`src/rtl/pakesson_glitcher.sv`:
```
// UART-controlled glitch pulse generator: host sets delay/width, arms, and a trigger
// rising edge launches one pulse after the programmed delay. Also pulses a target reset.
module pakesson_glitcher #(
  parameter int CLK_HZ       = 50000000,
  parameter int BAUD         = 115200,
  parameter int RESET_CYCLES = 1000
) (
  input  logic       clk,
  input  logic       rst_n,
  input  logic       ena,
  input  logic [7:0] ui_in,
  output logic [7:0] uo_out,
  input  logic [7:0] uio_in,
  output logic [7:0] uio_out,
  output logic [7:0] uio_oe
);
  // state | meaning: G_IDLE commands accepted | G_ARMED wait trigger edge
  //                  G_DELAY count delay      | G_PULSE drive pulse_out
  localparam int CPB = CLK_HZ / BAUD;
  localparam logic [15:0] BIT_TC  = 16'(CPB - 1);
  localparam logic [15:0] HALF_TC = 16'(CPB / 2 - 1);
  localparam int RW = $clog2(RESET_CYCLES + 1);
  localparam logic [RW-1:0] RST_TC = RW'(RESET_CYCLES - 1);
  localparam logic [7:0] CH_D = 8'h64, CH_W = 8'h77, CH_A = 8'h61, CH_R = 8'h72,
                         CH_X = 8'h78, CH_K = 8'h6B, CH_Q = 8'h3F, CH_G = 8'h47;

  typedef enum logic [1:0] {RX_IDLE, RX_START, RX_DATA, RX_STOP} rx_st_e;
  typedef enum logic [1:0] {P_CMD, P_D_HI, P_D_LO, P_W} p_st_e;
  typedef enum logic [1:0] {G_IDLE, G_ARMED, G_DELAY, G_PULSE} g_st_e;

  logic unused_ok;
  assign unused_ok = &{1'b0, ena, uio_in, ui_in[5:0]};

  logic rx_s1_q, rx_s2_q, rx_prev_q, trig_s1_q, trig_s2_q, trig_prev_q, trig_edge;
  rx_st_e rx_st_q;
  logic [15:0] rx_cnt_q;
  logic [2:0] rx_idx_q;
  logic [7:0] rx_sh_q;
  logic rx_valid_q;

  always_ff @(posedge clk or negedge rst_n) begin
    if (!rst_n) begin
      rx_s1_q <= 1'b1; rx_s2_q <= 1'b1; rx_prev_q <= 1'b1;
      trig_s1_q <= 1'b0; trig_s2_q <= 1'b0; trig_prev_q <= 1'b0;
      rx_st_q <= RX_IDLE; rx_cnt_q <= '0; rx_idx_q <= '0; rx_sh_q <= '0; rx_valid_q <= 1'b0;
    end else begin
      rx_s1_q <= ui_in[7]; rx_s2_q <= rx_s1_q; rx_prev_q <= rx_s2_q;
      trig_s1_q <= ui_in[6]; trig_s2_q <= trig_s1_q; trig_prev_q <= trig_s2_q;
      rx_valid_q <= 1'b0;
      unique case (rx_st_q)
        RX_IDLE:
          if (rx_prev_q && !rx_s2_q) begin
            rx_st_q <= RX_START; rx_cnt_q <= HALF_TC;
          end
        RX_START:
          if (rx_cnt_q == '0) begin
            if (rx_s2_q) rx_st_q <= RX_IDLE;
            else begin
              rx_st_q <= RX_DATA; rx_cnt_q <= BIT_TC; rx_idx_q <= '0;
            end
          end else rx_cnt_q <= rx_cnt_q - 16'd1;
        RX_DATA:
          if (rx_cnt_q == '0) begin
            rx_sh_q <= {rx_s2_q, rx_sh_q[7:1]};
            rx_cnt_q <= BIT_TC;
            rx_idx_q <= rx_idx_q + 3'd1;
            if (rx_idx_q == 3'd7) rx_st_q <= RX_STOP;
          end else rx_cnt_q <= rx_cnt_q - 16'd1;
        default:
          if (rx_cnt_q == '0) begin
            rx_valid_q <= rx_s2_q;  // stop bit low: framing error, byte dropped
            rx_st_q <= RX_IDLE;
          end else rx_cnt_q <= rx_cnt_q - 16'd1;
      endcase
    end
  end
  assign trig_edge = trig_s2_q && !trig_prev_q;

  logic tx_req;
  logic [7:0] tx_req_byte, tx_buf_q;
  logic tx_pend_q;
  logic [9:0] tx_sh_q;
  logic [3:0] tx_bits_q;
  logic [15:0] tx_cnt_q;

  always_ff @(posedge clk or negedge rst_n) begin
    if (!rst_n) begin
      tx_pend_q <= 1'b0; tx_buf_q <= '0; tx_sh_q <= '1; tx_bits_q <= '0; tx_cnt_q <= '0;
    end else begin
      if (tx_bits_q == '0) begin
        if (tx_pend_q) begin
          tx_sh_q <= {1'b1, tx_buf_q, 1'b0};
          tx_bits_q <= 4'd10; tx_cnt_q <= BIT_TC; tx_pend_q <= 1'b0;
        end
      end else if (tx_cnt_q == '0) begin
        tx_sh_q <= {1'b1, tx_sh_q[9:1]};
        tx_bits_q <= tx_bits_q - 4'd1; tx_cnt_q <= BIT_TC;
      end else tx_cnt_q <= tx_cnt_q - 16'd1;
      if (tx_req) begin
        tx_pend_q <= 1'b1; tx_buf_q <= tx_req_byte;
      end
    end
  end

  p_st_e p_st_q, p_st_d;
  g_st_e g_st_q, g_st_d;
  logic [15:0] delay_q, delay_d, g_cnt_q, g_cnt_d;
  logic [7:0] width_q, width_d, dhi_q, dhi_d;
  logic rst_act_q, rst_act_d, rst_start, rst_done, ack_k, ack_q, g_active, arm, abort, g_done;
  logic [RW-1:0] rst_cnt_q, rst_cnt_d;
  logic pulse_out, pulse_en;

  assign g_active = (g_st_q != G_IDLE);
  assign arm   = rx_valid_q && !g_active && (p_st_q == P_CMD) && (rx_sh_q == CH_A);
  assign abort = rx_valid_q && g_active && (rx_sh_q == CH_X);
  assign g_done = (g_st_q == G_PULSE) && (g_cnt_q == '0) && !abort;

  always_comb begin
    p_st_d = p_st_q; delay_d = delay_q; width_d = width_q; dhi_d = dhi_q;
    ack_k = 1'b0; ack_q = 1'b0; rst_start = 1'b0;
    if (rx_valid_q && !g_active) begin
      unique case (p_st_q)
        P_CMD:
          case (rx_sh_q)
            CH_D: p_st_d = P_D_HI;
            CH_W: p_st_d = P_W;
            CH_A, CH_X: ack_k = 1'b1;
            CH_R: rst_start = !rst_act_q;
            default: ack_q = 1'b1;
          endcase
        P_D_HI: begin dhi_d = rx_sh_q; p_st_d = P_D_LO; end
        P_D_LO: begin delay_d = {dhi_q, rx_sh_q}; p_st_d = P_CMD; ack_k = 1'b1; end
        default: begin
          width_d = (rx_sh_q == '0) ? 8'd1 : rx_sh_q;
          p_st_d = P_CMD; ack_k = 1'b1;
        end
      endcase
    end
    rst_act_d = rst_act_q; rst_cnt_d = rst_cnt_q; rst_done = 1'b0;
    if (rst_start) begin
      rst_act_d = 1'b1; rst_cnt_d = RST_TC;
    end else if (rst_act_q) begin
      if (rst_cnt_q == '0) begin rst_act_d = 1'b0; rst_done = 1'b1; end
      else rst_cnt_d = rst_cnt_q - RW'(1);
    end
    tx_req = ack_k || ack_q || abort || g_done || rst_done;
    tx_req_byte = ack_q ? CH_Q : (g_done ? CH_G : CH_K);
  end

  always_ff @(posedge clk or negedge rst_n) begin
    if (!rst_n) begin
      p_st_q <= P_CMD; delay_q <= '0; width_q <= 8'd1; dhi_q <= '0;
      rst_act_q <= 1'b0; rst_cnt_q <= '0; g_st_q <= G_IDLE; g_cnt_q <= '0;
    end else begin
      p_st_q <= p_st_d; delay_q <= delay_d; width_q <= width_d; dhi_q <= dhi_d;
      rst_act_q <= rst_act_d; rst_cnt_q <= rst_cnt_d; g_st_q <= g_st_d; g_cnt_q <= g_cnt_d;
    end
  end

  // One down-counter serves both the delay and the pulse phases.
  always_comb begin
    g_st_d = g_st_q; g_cnt_d = g_cnt_q;
    unique case (g_st_q)
      G_IDLE: if (arm) g_st_d = G_ARMED;
      G_ARMED:
        if (abort) g_st_d = G_IDLE;
        else if (trig_edge) begin
          if (delay_q == '0) begin
            g_st_d = G_PULSE; g_cnt_d = {8'h00, width_q} - 16'd1;
          end else begin
            g_st_d = G_DELAY; g_cnt_d = delay_q - 16'd1;
          end
        end
      G_DELAY:
        if (abort) g_st_d = G_IDLE;
        else if (g_cnt_q == '0) begin
          g_st_d = G_PULSE; g_cnt_d = {8'h00, width_q} - 16'd1;
        end else g_cnt_d = g_cnt_q - 16'd1;
      default:
        if (abort || g_cnt_q == '0) g_st_d = G_IDLE;
        else g_cnt_d = g_cnt_q - 16'd1;
    endcase
  end

  always_comb begin
    pulse_en  = (g_st_q != G_IDLE);
    pulse_out = (g_st_q == G_PULSE);
  end

  assign uo_out  = {4'b0000, pulse_en, rst_act_q, pulse_out, tx_sh_q[0]};
  assign uio_out = 8'h00;
  assign uio_oe  = 8'h00;
endmodule

```
`config.mk`:
```
export PLATFORM = sky130hd
export DESIGN_NAME = pakesson_glitcher
export DESIGN_NICKNAME = d
export VERILOG_FILES = /design/src/rtl/pakesson_glitcher.sv
export SDC_FILE = /design/constraint.sdc
export NUM_CORES = 1
export LEC_CHECK = 0
export CAP_MARGIN = 40
export CORE_MARGIN = 2
export CORE_UTILIZATION = 55
export DETAILED_ROUTE_END_ITERATION = 10
export PLACE_DENSITY_LB_ADDON = 0.3
export SYNTH_ARGS = -nofsm -noshare
export SYNTH_HDL_FRONTEND = slang
export SYNTH_SLANG_ARGS = --single-unit
```
`constraint.sdc`:
```
create_clock -name clk -period 2.8 [get_ports clk]
set_input_delay 0.84 -clock clk [delete_from_list [all_inputs] [get_ports clk]]
set_output_delay 0.84 -clock clk [all_outputs]
set_load 0.005 [all_outputs]
```
# ---- After elaboration in Yosys (flattened, before gate mapping)
# Cells that the tools add are included.
dict set report op_classes {
  addsub 8
  n_mul 0
  n_div 0
  n_lt_le_gt_ge 0
  n_eq_ne 30
  n_shift 0
  muxes 68
  n_bitwise 2
  n_reduce_logical 52
}
# op count
set op_table {}
lappend op_table {{16-bit two-way mux} 14}
lappend op_table {{16-bit one-hot mux with 3 select lines} 2}
lappend op_table {{16-bit logical NOT} 4}
lappend op_table {{16-bit by 1-bit subtractor with 16-bit output, second input constant} 4}
lappend op_table {{10-bit two-way mux} 6}
lappend op_table {{8-bit by 7-bit equality test with 1-bit output, second input constant} 5}
lappend op_table {{2-bit two-way mux} 12}
lappend op_table {{2-bit inequality test, second input constant} 11}
lappend op_table {{1-bit two-way mux} 19}
lappend op_table {{2-bit AND reduction} 7}
lappend op_table {{4-bit two-way mux} 3}
lappend op_table {{2-bit one-hot mux with 3 select lines} 2}
lappend op_table {{2-bit nonzero test} 6}
lappend op_table {{10-bit logical NOT} 1}
lappend op_table {{5-bit AND reduction} 2}
lappend op_table {{10-bit by 1-bit subtractor with 10-bit output, second input constant} 1}
lappend op_table {{1-bit logical AND} 9}
lappend op_table {{3-bit two-way mux} 3}
lappend op_table {{3-bit inequality test, second input constant} 3}
lappend op_table {{8-bit by 1-bit subtractor with 9-bit output, second input constant} 1}
lappend op_table {{2-bit equality test, second input constant} 4}
lappend op_table {{8-bit logical NOT} 1}
lappend op_table {{8-bit two-way mux} 1}
lappend op_table {{2-bit one-hot mux with 2 select lines} 2}
lappend op_table {{other kinds (21)} 37}
dict set report word_totals {
  register_bits 138
  latch_bits 0
  ram_bits 0
  mem_bits_ro 0
  inputBits 19
  output_inout_bits 24
  elab_cells 184
  n_memories 0
}

# ---- Logic depth before layout (Yosys ltp)
dict set report logic_depth {
  ltp_word 10
  mapped_depth 11
  ltp_nobuf 8
}

# ---- Worst setup path before layout
# OpenSTA, ideal clock, no wires.
dict set report synth_timing {
  kind {register -> register}
  startpoint {register delay_q[0]}
  endpoint {register g_cnt_q[12]}
  setup_time_ns 0.123
  arrival_time_ns 2.650
  required_ns 2.677
  setup_slack_ns 0.028
  path_stages_with_launch 11
  n_path_buf 2
  synth_period_minus_slack_ns 2.772
  cell_sequence {dfrtp_1 -> inv_1 -> ha_1 -> or4b_1 -> buf_2 -> or4_4 -> buf_6 -> o21ai_4 -> a311oi_1 -> or4_1 -> o221a_2}
}
dict set report synth_between {
  elab_chain_cells 5
  elab_cells_between_ends 6
  classes_between {1 x add/sub; 4 x mux; 1 x reduce/logical}
}
# item line_no
set synth_lines {}
lappend synth_lines {{start, declared} 107} ;# logic [15:0] delay_q, delay_d, g_cnt_q, g_cnt_d;
lappend synth_lines {{start signal, assigned} 155} ;# p_st_q <= p_st_d; delay_q <= delay_d; width_q <= width_d; dhi_q <= dhi_d;
lappend synth_lines {{16-bit by 1-bit subtractor with 16-bit output / 16-bit logical NOT (equally long branches)} {171, 168}}
lappend synth_lines {{16-bit two-way mux (*)} 168} ;# if (delay_q == '0) begin
lappend synth_lines {{16-bit two-way mux (*)} 167} ;# else if (trig_edge) begin
lappend synth_lines {{16-bit two-way mux (*)} 166} ;# if (abort) g_st_d = G_IDLE;
lappend synth_lines {{16-bit one-hot mux with 3 select lines (*)} 163} ;# unique case (g_st_q)
lappend synth_lines {{end signal, assigned} 156} ;# rst_act_q <= rst_act_d; rst_cnt_q <= rst_cnt_d; g_st_q <= g_st_d; g_cnt_q <= g_cnt_d;
lappend synth_lines {{end, declared} 107}
# Every way passes the cells marked *; elsewhere a longest branch is shown, timed or not. The select of a mux whose other input is x is not followed.
# A chain may end at the register's enable or synchronous reset.

# ---- Worst setup path in the final report
dict set report layout_timing {
  startpoint {register g_st_q[0]}
  endpoint {output port uo_out[3]}
}
dict set report layout_between {
  elab_chain_cells 1
}
# item line_no
set layout_lines {}
lappend layout_lines {{start, declared} 106} ;# g_st_e g_st_q, g_st_d;
lappend layout_lines {{start signal, assigned} 156}
lappend layout_lines {{2-bit nonzero test} 186} ;# pulse_en = (g_st_q != G_IDLE);
lappend layout_lines {{end, declared} 12} ;# output logic [7:0] uo_out,
# No other way between the ends.

==> impl_metrics.env <==
export IMPL_leakage_nw=4.324
export IMPL_gp_congestion=0.9253
export IMPL_post_route_min_period_ns=2.722
export IMPL_dp_cells=1047
export IMPL_portBuffers=7
export IMPL_grt_total_usage_pct=25.74
export IMPL_finalNetCount=934
export IMPL_die_w_um=123.6
export IMPL_antenna_found_initial=0
export IMPL_syn_avg_cell_area_um2=9.272
export IMPL_worst_path_max_fanout=7
export IMPL_cp_end_kind="output port"
export IMPL_drive_gt1_share_pct=19.18
export IMPL_ys_ff_latch=134
export IMPL_gr_total_overflow=0
export IMPL_clockBufferDepth=2
export IMPL_max_slew_margin_pct=51.04
export IMPL_dieArea_um2=15270
export IMPL_drv_slew=0
export IMPL_cts_hold_buffers=0
export IMPL_cts_root_buf="clkbuf_16"
export IMPL_viasPerCell=6.061
export IMPL_boundaryPins=43
export IMPL_maxCapViolCount=0
export IMPL_coreArea_um2=13930
export IMPL_synthToLayoutAreaGrowth_pct=14.82
export IMPL_pwr_density_cell_nw_per_um2=728.6
export IMPL_async_reset_ff_share_pct=100.0
export IMPL_synthFlopType="dfrtp_1"
export IMPL_synth_edff_count=0
export IMPL_rr_worst_depth=8
export IMPL_worst_pin_slew_ns=0.7287
export IMPL_cts_made_buffers=17
export IMPL_hold_violations=0
export IMPL_htreeDepth=4
export IMPL_ant_nets=0
export IMPL_routed_wl_um=18270
export IMPL_yosysSeqAreaShare_pct=42.85
export IMPL_clock_latency_ns=0.43
export IMPL_start_kind="register"
export IMPL_rsz0062_at_grt="yes"
export IMPL_first_iter_violations=571
export IMPL_hold_class="reg2reg"
export IMPL_drc=0
export IMPL_period_share_pct=97.22
export IMPL_yosys_warnings=0
export IMPL_num_rows=43
export IMPL_syn_area_um2=7863
export IMPL_skew_ns=0.008007
export IMPL_ir_drop_v=0.0006594
export IMPL_arrival_ns=1.88
export IMPL_clk_pin_slew_ns=0.06
export IMPL_cts_sinks=134
export IMPL_grt_pass1_wl_um=30860
export IMPL_route_vias_total=6588
export IMPL_ys_types=79
export IMPL_cts_tree="done"
export IMPL_status="finished clean"
export IMPL_syn_inst=848
export IMPL_hpwl_um=12780
export IMPL_cp_required_ns=1.96
export IMPL_min_delay_path_depth=0
export IMPL_routedWlPerCell_um=16.81
export IMPL_instances_no_fill=1087
export IMPL_dr_pass1_iters=6
export IMPL_setup_viol=0
export IMPL_n_antenna_cell=0
export IMPL_start_util_pct=56.42
export IMPL_clock_fmax_mhz=367.4
export IMPL_die_h_um=123.6
export IMPL_crit_type="reg2out"
export IMPL_grt_max_degree=58
export IMPL_grt_pass1_vias=6490
export IMPL_total_power_mw=6.578
-- timing repair --
item / in CTS / in global routing
setup buffers: 5 / 3
setup endpoints to repair: 4 / 22
resized for setup: 2 / 7
pin swaps: 1 / 1
-- metal layers --
metal	track usage, %	routed length, um	vias to the layer above
met5	0	0	-
met4	9.943	384	0
met3	4.705	786	38
met2	43.20	9049	177
met1	33.01	8053	3230
li1	-	-	3143
-- cell usage after synthesis (6+ instances only) --
cell type	number	area [um2]
a211oi_1	8	60.06
a22o_1	7	61.31
inv_1	31	116.4
a21o_1	11	82.58
mux2i_1	6	60.06
xnor2_1	23	201.4
o22ai_1	9	56.30
o21ai_0	56	280.3
o21ai_1	7	35.03
dfrtp_1	121	3028
o41ai_1	6	52.55
a31oi_1	20	125.1
or4_1	17	127.6
nor4_1	19	118.9
nor2_1	48	180.2
nand2b_1	18	112.6
clkbuf_1	36	135.1
buf_4	24	180.2
dfstp_2	13	341.6
mux2_2	32	360.4
or3_1	18	112.6
nand3_1	10	50.05
ha_1	21	262.8
nor3_1	35	175.2
a21oi_1	24	120.1
nand2_1	106	397.9
-- per-stage QoR --
step	utilization [%]	setup WS [ns]	instance area [um2]	hold slack, ns	TNS, ns
3_5_place_dp	59.76	0.01803	8327	0.3482	0
6_report	64.78	0.07781	9027	0.3531	0
5_1_grt	64.78	-0.02549	9027	0.3713	-0.03071
4_1_cts	64.44	0.03025	8980	0.3543	0
2_1_floorplan	-	0.02770	7934	0.3312	0
3_3_place_gp	59.76	0.06291	8327	0.3427	0
-- worst max-delay path: stages (launching register included) --
cell and delay (ns):
dfrtp_1 0.38, inv_1 0.10, ha_2 0.22, buf_4 0.16, inv_2 0.09, clkdlybuf4s50_1 0.51
-- path summary, 6_finish.rpt --
kind,from,end,slack (ns)
max in group asynchronous,rst_n,rst_cnt_q[3]$_DFFE_PN0P_,1.69
max,g_st_q[0]$_DFFE_PN0P_,uo_out[3],0.08
min in group asynchronous,rst_n,g_cnt_q[7]$_DFFE_PN0P_,0.39
min,trig_s1_q$_DFF_PN0_,trig_s2_q$_DFF_PN0_,0.35
min reg2reg,trig_s1_q$_DFF_PN0_,trig_s2_q$_DFF_PN0_,0.35
max reg2reg,delay_q[0]$_DFFE_PN0P_,g_cnt_q[12]$_DFFE_PN0P_,0.11
-- state kept, by name (all words and copies together) (netlist names), 5 cells and up --
register / count
tx_cnt_q: 16
width_q: 8
tx_buf_q: 5
delay_q: 16
rx_cnt_q: 16
rst_cnt_q: 10
rx_sh_q: 8
g_cnt_q: 16
dhi_q: 8
tx_sh_q: 9
-- where the power goes --
group | switching [mW] | total [mW] | internal [mW] | leakage (nW)
registers | 0.282 | 2.55 | 2.26 | 1.77
clock network | 0.883 | 2.31 | 1.43 | 0.293
logic | 1.04 | 1.72 | 0.678 | 2.26
total | 2.20 | 6.58 | 4.37 | 4.32
-- kinds of logic after synthesis --
| group | Yosys count | share of synthesized area [%] |
|---|---|---|
| mux | 40 | 5.633 |
| flops | 134 | 42.85 |
| fa+ha+maj | 21 | 3.342 |
| other cells | 1 | 0.04769 |
| buf+inv | 99 | 6.238 |
| xor+xnor | 27 | 3.008 |
| compound gates | 205 | 17.70 |
| simple gates | 321 | 21.18 |
-- layout make-up --
class | instances | area, um2
Clock buffer | 18 | 439.2
Clock inverter | 14 | 175.2
Fill cell | 1115 | 4907
Inverter | 31 | 116.4
Multi-Input combinational cell | 634 | 4099
Sequential cell | 134 | 3371
Tap cell | 180 | 225.2
Timing Repair Buffer | 76 | 601.8
-- layout by cell type (no fill, tap or decap), drive strengths merged, types with 5 or more instances in the layout --
master         synthesis  final
a31oi                 20     20
o31ai                  5      5
or3b                   5      5
buf                   32     70
nand3                 10     10
clkbuf                36     18
xnor2                 23     23
mux2i                  6      6
o22ai                  9      9
inv                   31     34
a211oi                 8      8
nor3                  35     35
dfrtp                121    121
and2                   6      6
o211ai                 5      5
dfstp                 13     13
nand2b                18     18
a21oi                 25     25
mux2                  34     34
clkinv                 0      5
nor4                  20     20
nor2                  48     48
and3                   5      5
or4                   19     19
conb                   1     20
a22o                   7      7
or3                   18     18
o21ai                 65     65
clkdlybuf4s50          0      6
nor3b                  5      5
nand2                106    106
a21o                  11     11
ha                    21     21
o41ai                  7      7
Note: power is estimated with default switching activity, not from simulation.
